<file path="src/rtl/fetch_pkg.sv">
// Shared types and constants for the instruction fetch front end.
package fetch_pkg;

    typedef enum logic [1:0] {
        StIdle  = 2'd0,
        StWait  = 2'd1,
        StStale = 2'd2
    } fetch_state_t;

    localparam logic [31:0] PC_INC         = 32'd4;
    localparam logic [31:0] PC_READ_OFS    = 32'd8;
    localparam logic [31:0] FETCH_RESET_PC = 32'h0000_0000;

    function automatic logic [31:0] word_align(input logic [31:0] addr);
        return addr & ~32'h3;
    endfunction

endpackage

</file>
<file path="src/rtl/fetch_fifo.sv">
// Prefetch FIFO: power-of-two depth, synchronous clear with priority over push/pop.
module fetch_fifo #(
    parameter int unsigned DEPTH = 2,
    parameter int unsigned WIDTH = 64,
    localparam int unsigned AW   = $clog2(DEPTH),
    localparam int unsigned CW   = $clog2(DEPTH + 1)
) (
    input  logic             clk,
    input  logic             reset,
    input  logic             push,
    input  logic             pop,
    input  logic             clear,
    input  logic [WIDTH-1:0] wdata,
    output logic [WIDTH-1:0] rdata,
    output logic [CW-1:0]    count,
    output logic             empty,
    output logic             full
);

    logic [WIDTH-1:0] mem_q [DEPTH];
    logic [AW-1:0]    wr_ptr_q;
    logic [AW-1:0]    rd_ptr_q;
    logic [CW-1:0]    count_q;
    logic             do_push;
    logic             do_pop;

    assign empty   = (count_q == '0);
    assign full    = (count_q == CW'(DEPTH));
    assign do_pop  = pop & ~empty;
    // A full FIFO still accepts a push when the head leaves in the same cycle.
    assign do_push = push & (~full | do_pop);

    always_ff @(posedge clk or negedge reset) begin
        if (!reset) begin
            mem_q    <= '{default: '0};
            wr_ptr_q <= '0;
            rd_ptr_q <= '0;
            count_q  <= '0;
        end else if (clear) begin
            wr_ptr_q <= '0;
            rd_ptr_q <= '0;
            count_q  <= '0;
        end else begin
            if (do_push) begin
                mem_q[wr_ptr_q] <= wdata;
                wr_ptr_q        <= wr_ptr_q + AW'(1);
            end
            if (do_pop) begin
                rd_ptr_q <= rd_ptr_q + AW'(1);
            end
            unique case ({do_push, do_pop})
                2'b10:   count_q <= count_q + CW'(1);
                2'b01:   count_q <= count_q - CW'(1);
                default: count_q <= count_q;
            endcase
        end
    end

    assign rdata = mem_q[rd_ptr_q];
    assign count = count_q;

endmodule

</file>
<file path="src/rtl/fetch_unit.sv">
// Instruction fetch front end: PC, imem request/ack, prefetch FIFO, write-back redirect.
// Optional FETCH_STATS_EN adds perf_fetched/perf_squashed counters.
module fetch_unit
    import fetch_pkg::*;
#(
    parameter int unsigned DEPTH    = 2,
    parameter logic [31:0] RESET_PC = FETCH_RESET_PC
) (
    input  logic        clk,
    input  logic        reset,
    output logic        imem_req,
    output logic [31:0] imem_addr,
    input  logic        imem_ack,
    input  logic [31:0] imem_rdata,
    output logic [31:0] InstrF,
    output logic [31:0] PCPlus8F,
    output logic        instr_valid,
    input  logic        instr_ready,
    input  logic        PCSrcW,
    input  logic [31:0] ResultW
`ifdef FETCH_STATS_EN
    ,
    output logic [31:0] perf_fetched,
    output logic [31:0] perf_squashed
`endif
);

    localparam int unsigned CW      = $clog2(DEPTH + 1);
    localparam logic [CW:0] DEPTH_C = (CW + 1)'(DEPTH);

    fetch_state_t state_q, state_d;
    logic [31:0]  pc_q, pc_d;
    logic [31:0]  addr_q, addr_d;

    logic          fifo_push;
    logic          fifo_empty;
    logic          fifo_full;
    logic [CW-1:0] fifo_count;
    logic [63:0]   fifo_head;
    logic          pop;
    logic          issue;
    logic [31:0]   issue_addr;
    logic [31:0]   redirect_pc;
    logic          can_issue_idle;
    logic          can_issue_ack;
    logic [CW:0]   occ_ack;

    assign pop         = instr_valid & instr_ready;
    assign redirect_pc = word_align(ResultW);

    // Room check: entries held plus the word arriving now, less the one leaving.
    assign occ_ack        = {1'b0, fifo_count} + (CW + 1)'(1) - (CW + 1)'(pop);
    assign can_issue_ack  = (occ_ack < DEPTH_C);
    assign can_issue_idle = ~fifo_full | pop;

    fetch_fifo #(
        .DEPTH (DEPTH),
        .WIDTH (64)
    ) u_fifo (
        .clk   (clk),
        .reset (reset),
        .push  (fifo_push),
        .pop   (pop),
        .clear (PCSrcW),
        .wdata ({addr_q, imem_rdata}),
        .rdata (fifo_head),
        .count (fifo_count),
        .empty (fifo_empty),
        .full  (fifo_full)
    );

    always_ff @(posedge clk or negedge reset) begin
        if (!reset) begin
            state_q <= StIdle;
            pc_q    <= RESET_PC;
            addr_q  <= '0;
        end else begin
            state_q <= state_d;
            pc_q    <= pc_d;
            addr_q  <= addr_d;
        end
    end

    always_comb begin
        state_d    = state_q;
        pc_d       = pc_q;
        addr_d     = addr_q;
        fifo_push  = 1'b0;
        issue      = 1'b0;
        issue_addr = pc_q;
        unique case (state_q)
            StIdle: begin
                if (PCSrcW) begin
                    issue      = 1'b1;
                    issue_addr = redirect_pc;
                end else if (can_issue_idle) begin
                    issue = 1'b1;
                end
            end
            StWait: begin
                if (imem_ack) begin
                    if (PCSrcW) begin
                        issue      = 1'b1;
                        issue_addr = redirect_pc;
                    end else begin
                        fifo_push = 1'b1;
                        if (can_issue_ack) begin
                            issue = 1'b1;
                        end else begin
                            state_d = StIdle;
                        end
                    end
                end else if (PCSrcW) begin
                    // The bus request cannot be withdrawn; remember to drop its data.
                    state_d = StStale;
                    pc_d    = redirect_pc;
                end
            end
            StStale: begin
                if (imem_ack) begin
                    issue = 1'b1;
                    if (PCSrcW) begin
                        issue_addr = redirect_pc;
                    end
                end else if (PCSrcW) begin
                    pc_d = redirect_pc;
                end
            end
            default: state_d = StIdle;
        endcase
        if (issue) begin
            state_d = StWait;
            addr_d  = issue_addr;
            pc_d    = issue_addr + PC_INC;
        end
    end

    assign imem_req    = (state_q != StIdle);
    assign imem_addr   = addr_q;
    assign instr_valid = ~fifo_empty;
    assign InstrF      = fifo_head[31:0];
    assign PCPlus8F    = fifo_head[63:32] + PC_READ_OFS;

`ifdef FETCH_STATS_EN
    logic        discard;
    logic [31:0] fetched_q;
    logic [31:0] squashed_q;

    assign discard = imem_ack & ((state_q == StStale) | ((state_q == StWait) & PCSrcW));

    always_ff @(posedge clk or negedge reset) begin
        if (!reset) begin
            fetched_q  <= '0;
            squashed_q <= '0;
        end else begin
            if (fifo_push) begin
                fetched_q <= fetched_q + 32'd1;
            end
            squashed_q <= squashed_q + 32'(discard) + (PCSrcW ? 32'(fifo_count) : 32'd0);
        end
    end

    assign perf_fetched  = fetched_q;
    assign perf_squashed = squashed_q;
`endif

endmodule

</file>
<file path="config.mk">
export PLATFORM = sky130hd
export DESIGN_NAME = fetch_unit
export DESIGN_NICKNAME = d
export VERILOG_FILES = /design/src/rtl/fetch_pkg.sv /design/src/rtl/fetch_fifo.sv /design/src/rtl/fetch_unit.sv
export SDC_FILE = /design/constraint.sdc
export NUM_CORES = 1
export LEC_CHECK = 0
export ABC_AREA = 1
export CORE_MARGIN = 5
export CORE_UTILIZATION = 59
export DETAILED_ROUTE_END_ITERATION = 10
export PLACE_DENSITY = 0.89
export SLEW_MARGIN = 0
export SYNTH_ARGS = -nofsm -noshare
export SYNTH_HDL_FRONTEND = slang
export SYNTH_SLANG_ARGS = --single-unit
</file>
<file path="constraint.sdc">
create_clock -name clk -period 3.7 [get_ports clk]
set_input_delay 0.74 -clock clk [delete_from_list [all_inputs] [get_ports clk]]
set_output_delay 0.74 -clock clk [all_outputs]
set_load 0.1 [all_outputs]
</file>
==> metrics.md, run 1 <==
| Metric | Value |
|---|---|
| Core Box Area | approximately 19000 um^2 |
| Diodes inserted | 0 |
| Final antenna-violating net count | 0 |
| Synth area leader | dfrtp_1 |
| Per-cell routed wire length | roughly 16 um |
| Worst-Margin Slew | ~1.0 ns |
| Antenna violations before repair | 0 |
| WP data required | around 3.0 ns |
| Final setup fails | 0 |
| Sequential area share after synthesis | 0.450 |
| Startpoint types | register |
| Min Hold Slack | 0.298 ns |
| Post-Route WL | 29700 um |
| Global-route wire length before repair | 48200 um |
| CTS Buf Count | 17 |
| Hold WC Path Type | in2async |
| Final clock skew | ~0.011 ns |
| Number of global-route vias before repair | 9785 |
| Row count | 50 |
| Root Driver | clkbuf_16 |
| Minimum clock period | ~3.7 ns |
| Die Wd | between 100 and 150 um |
| Worst reg2reg path endpoint | pc_q[18]$_DFFE_PN0P_ |
| DR iter-0 viols | 957 |
| Status | completed |
| Cells along the critical path | nand2_2, o21ai_4, inv_1, ha_2, nand2_1, nor2_2, nand2_2, nor2_4, nand2_4, nor2_4, nand3_4, nor2_4, xor2_4, buf_12 |
| Top cells by area, synth | dfrtp_1 45%, nand2_1 16%, o21ai_0 8.2% |
| Total die area | between 20000 and 25000 um^2 |
| Number of clock sinks | 198 |
| Drt first pass iters | 6 |
| Fin. max-slew vios | 0 |
| Seq cells post-synth | approximately 200 |
| Fmax | approximately 0.27 GHz |
| Vias per cell | 5.52 |
| I/O pin count | between 150 and 200 |
| Nets@finish | between 1500 and 2000 |
| Placer Congestion | around 0.98 |
| Fill cells | 1267 |
| Largest stage delay on the critical path | approximately 0.55 ns |
| Die height | 147 um |
| Pin count of the biggest net entering global routing | between 70 and 80 |
| Syn nets | around 1500 |
| Cells after Synth | around 1400 |
| Average size of a mapped cell | slightly below 8 um^2 |
| Slew headroom | 0.302 |
| Total track usage | 0.273 |
| Most used cell along the critical path | nor2_4 |
| RSZ-0062 raised after global routing | yes |
| R2r startpoint | state_q[0]$_DFFE_PN0P_ |
| Port Buffers | 164 |
| CTS clk-pin slew, worst paths | approximately 0.080 ns |
| Register-to-register setup slack | 0.86 ns |
| Worst skew pair latency | around 0.44 ns |
| Synth warn | 0 |
| CP max FO | 8 |
| Via Count | 10100 |
| Fraction of layout cells with a size suffix above 1 | 0.189 |
| DP HPWL | about 21000 um |
| Crit Path Class | reg2out |
| Total global routing overflow | 0 |
| WP data arrival | around 3 ns |
| R2R depth | 16 |
| Clk buf depth | 2 |
| CTS tree | built |
| Htree depth | 4 |
| Max-cap violation count | 0 |
| Initial Util | 0.595 |
| Synthesized area | 11000 um^2 |
| DR DRC count | 0 |
| Fin. Hold Viols | 0 |
| Synth cell types | 43 |
| Fin crit share | 0.988 |
| Layout area overhead | 27.7% |
| Post-synth top area share | 0.450 |
| Crit. End Element | primary output |
| Slowest CP cell | dfrtp_4 |
==> what timing repair did <==
action                                  in CTS  in global routing
resized for setup                           12                 24
buffers inserted                             3                  5
hold buffers                                 0                  0
endpoints found under the setup margin       9                 10
pin swaps                                    0                  9
==> placed cells by master (no fill, tap or decap), types with 39 or more instances in the layout <==
master,n
o21ai_1,45
dfrtp_1,197
buf_4,76
o21ai_0,144
nand2_1,466
inv_1,144
clkdlybuf4s50_1,96
nor2_1,74
nand3_1,46
mux2_2,39
==> critical path, delay by kind of cell (launching register included) <==
kind	cells	cell delay (ns)
flip-flops	1	0.55
XOR/XNOR	1	0.19
AND/OR/NAND/NOR	9	1.21
adder cells (fa/ha/maj)	1	0.19
AO/OA/AOI/OAI	1	0.06
buffers and inverters	2	0.27
==> worst max path at each step <==
| stage | from | endpoint | slack (ns) | cells past startpoint |
|---|---|---|---|---|
| floorplan | u_fifo.rd_ptr_q$_DFFE_PN0P_ | InstrF[31] | -0.26 | 5 |
| global placement | u_fifo.rd_ptr_q$_DFFE_PN0P_ | PCPlus8F[31] | 0.21 | 14 |
| detailed placement | u_fifo.rd_ptr_q$_DFFE_PN0P_ | PCPlus8F[29] | 0.13 | 14 |
| CTS | u_fifo.rd_ptr_q$_DFFE_PN0P_ | PCPlus8F[24] | 0.02 | 10 |
| global route | u_fifo.rd_ptr_q$_DFFE_PN0P_ | PCPlus8F[31] | -0.12 | 14 |
| finish | u_fifo.rd_ptr_q$_DFFE_PN0P_ | PCPlus8F[31] | 0.04 | 14 |
==> cell families after synthesis <==
logic type               synth area share
AND/OR/NAND/NOR                     0.265
AO/OA/AOI/OAI                       0.120
flip-flops                          0.450
XOR/XNOR                           0.0302
adder cells (fa/ha/maj)           0.00682
buffers and inverters              0.0872
multiplexers                       0.0408
==> synth_stat cells (all sizes together) <==
cell and count:
nand2 505, o21a 7, mux2 39, and3 1, o211ai 9, nand3b 3
clkinv 1, nor2 103, a21oi 21, a31oi 12, nor3b 1, dfrtp 198
buf 46, or2 4, nand4 8, a21boi 1, ha 6, clkbuf 20
nand3 48, o21bai 1, nor3 9, inv 156, o21ai 193, xor2 32
mux2i 1, o22ai 1, xnor2 6
==> metal layers <==
layer  track usage  wire length [um]  up-vias  share of wire
met5             0                 0        -              0
met4         0.110               973        0          0.033
met3        0.0410              1960       80          0.066
met2         0.450             14500      437           0.49
met1         0.363             12200     4774           0.41
li1              -                 -     4828              -
==> per-stage QoR <==
| step | worst slack [ns] | instances | cell area, um^2 | util | TNS [ns] |
|---|---|---|---|---|---|
| 6_report | 0.0433 | 1834 | 14100 | 0.759 | 0 |
| 5_1_grt | -0.117 | 1834 | 14100 | 0.759 | -0.195 |
| 4_1_cts | 0.0181 | 1829 | 14000 | 0.754 | 0 |
| 3_5_place_dp | 0.130 | 1794 | 13300 | 0.716 | 0 |
| 3_3_place_gp | 0.211 | 1794 | 13300 | 0.716 | 0 |
| 2_1_floorplan | -0.263 | 1432 | 11300 | - | -1.29 |
==> state kept, by name, indices dropped and copies added, names as in the netlist <==
register / flops
u_fifo.wr_ptr_q: 1
u_fifo.rd_ptr_q: 1
u_fifo.mem_q: 128
u_fifo.count: 2
state_q: 2
pc_q: 32
imem_addr: 32
==> area by class of cell <==
type / count / area (um^2) / share of cell area
Clock inverter: 15 / 199 / 0.0141
Clock buffer: 17 / 425 / 0.0303
Tap cell: 234 / 293 / 0.0208
Multi-Input combinational cell: 1011 / 5470 / 0.389
Sequential cell: 198 / 4960 / 0.353
Inverter: 157 / 589 / 0.0419
Timing Repair Buffer: 202 / 2130 / 0.151
Power of run 1 is left out: the tool's default activity adds up to more than one toggle a clock period on the data nets, which glitch-free logic cannot reach.
==> run 2: changes to the inputs <==
Settings changed: CORE_ASPECT_RATIO from default to 2.
==> metrics.md, run 2 (same netlist as run 1, synthesis figures left out) <==
| Metric | Value |
|---|---|
| Fin. max-slew vios | 0 (unchanged) |
| Final antenna-violating net count | 0 (unchanged) |
| Placer Congestion | 1.00 (+2.6%) |
| CTS clk-pin slew, worst paths | 0.07 ns (about the same) |
| Total global routing overflow | 0 (unchanged) |
| Drt first pass iters | 6 (unchanged) |
| Port Buffers | 164 (unchanged) |
| Final Worst Setup Slack | -0.0300 ns (-0.0733 ns) |
| Row count | 70 (+40%) |
| Diodes inserted | 0 (unchanged) |
| Number of clock sinks | 198 (unchanged) |
| Most frequent cells in the layout | 468 x nand2_1, 197 x dfrtp_1, 144 x o21ai_0 |
| R2R depth | 15 (-1) |
| Clk buf depth | 2 (unchanged) |
| Number of global-route vias before repair | 10500 (+7.6%) |
| Fmax | 0.268 GHz (-2.0%) |
| Total track usage | 0.313 (+0.0410) |
| Antenna violations before repair | 0 (unchanged) |
| Layout area overhead | 28.3% |
| Register-to-register setup slack | 0.82 ns (-0.04 ns) |
| Per-cell routed wire length | 18.9 um (+17%) |
| Total die area | 21700 um^2 (+0.77%) |
| Crit. End Element | primary output |
| Core Box Area | 18300 um^2 (-1.1%) |
| Fill cells | 1166 (-8.0%) |
| Post-Route WL | 34500 um (+16%) |
| WP data arrival | 2.99 ns (+0.07 ns) |
| Fin crit share | 1.01 (+0.0198) |
| Global-route wire length before repair | 53500 um (+11%) |
| Setup slack at placement | -0.0805 ns (-0.210 ns) |
| CTS Buf Count | 17 (unchanged) |
| Fin. Hold Viols | 0 (unchanged) |
| Startpoint types | register |
| Initial Util | 0.602 (+0.00691) |
| Max-cap violation count | 0 (unchanged) |
| Min Hold Slack | 0.362 ns (+0.0643 ns) |
| Worst-Margin Slew | 1.04 ns (-0.00607 ns) |
| Hold_buf cts | 0 (unchanged) |
| CTS tree | built |
| Die height | 203 um (+39%) |
| Pin count of the biggest net entering global routing | 90 (+22%) |
| DR iter-0 viols | 866 (-9.5%) |
| Area of the multi-input gates | 5500 um^2 (+0.50%) |
| WP data required | 2.96 ns (about the same) |
| Final setup fails | 1 (+1) |
| Vias per cell | 5.76 (+4.4%) |
| Die Wd | 107 um (-27%) |
| Hold WC Path Type | in2async |
| Status | complete, but fails checks |
| Slew headroom | 0.306 (+0.00406) |
| Final clock skew | 0.0118 ns (+0.000836 ns) |
| Most flops, register | u_fifo.mem_q |
| Worst skew pair latency | 0.44 ns (about the same) |
| Max reg flops | 128 (unchanged) |
| Via Count | 10500 (+4.0%) |
| Fraction of layout cells with a size suffix above 1 | 0.200 (+0.0104) |
| CP max FO | 48 (+40) |
| Failing checks | negative setup slack |
| DR DRC count | 0 (unchanged) |
| RSZ-0062 raised after global routing | yes |
| Nets@finish | 1674 (+0.72%) |
| Htree depth | 4 (unchanged) |
| Root Driver | clkbuf_16 |
| DP HPWL | 23100 um (+9.1%) |
| Most common cell after layout, fill and taps aside | nand2_1 |
| Crit Path Class | reg2out |
| I/O pin count | 167 (unchanged) |
| FF/Latch Area | 4960 um^2 (unchanged) |
| Minimum clock period | 3.73 ns (+0.0733 ns) |
-- run 2: timing repair --
action | in CTS | in global routing
resized for setup | 25 | 20
pin swaps | 4 | 12
setup endpoints to repair | 16 | 16
setup buffers | 9 | 9
-- run 2: path summary, 6_finish.rpt --
kind | from | end
worst max-delay path | u_fifo.rd_ptr_q$_DFFE_PN0P_ | PCPlus8F[28]
worst min-delay path | reset | u_fifo.mem_q[5]$_DFFE_PN0P_
worst max register to register | state_q[0]$_DFFE_PN0P_ | pc_q[31]$_DFFE_PN0P_
worst min register to register | u_fifo.mem_q[122]$_DFFE_PN0P_ | u_fifo.mem_q[122]$_DFFE_PN0P_
max in group asynchronous | reset | u_fifo.mem_q[37]$_DFFE_PN0P_
min in group clk | u_fifo.mem_q[122]$_DFFE_PN0P_ | u_fifo.mem_q[122]$_DFFE_PN0P_
-- run 2: cell type report --
class	count	area share
inverters	157	0.0419
multi-input cells	1011	0.389
clock buffers	20	0.0316
well taps	216	0.0191
flip-flops and latches	198	0.351
repair buffers	214	0.156
clock inverters	12	0.0117
-- run 2: layer usage --
metal / vias up / GRT usage / routed length (um)
li1: 4829 / - / -
met1: 5020 / 0.334 / 11500
met2: 530 / 0.562 / 18300
met3: 146 / 0.0488 / 2200
met4: 0 / 0.208 / 2490
met5: - / 0 / 0
-- run 2: through the flow --
step / TNS, ns / util / area, um^2 / instances
floorplan: -1.29 / - / 11300 / 1432
global placement: 0 / 0.722 / 13200 / 1778
detailed placement: -0.129 / 0.722 / 13200 / 1778
CTS: 0 / 0.765 / 14000 / 1819
global route: -0.477 / 0.772 / 14100 / 1828
finish: -0.0300 / 0.772 / 14100 / 1828
-- run 2: worst max-delay path, stage by stage, from the launching register on --
cell and delay (ns):
dfrtp_4 0.53, buf_12 0.20, nand2_1 0.11, o21ai_2 0.11, or2_2 0.36, nor2_4 0.23, nand4_4 0.18, nor3b_2 0.37
xor2_2 0.25, buf_12 0.21
Power of run 2 is left out for the same reason.
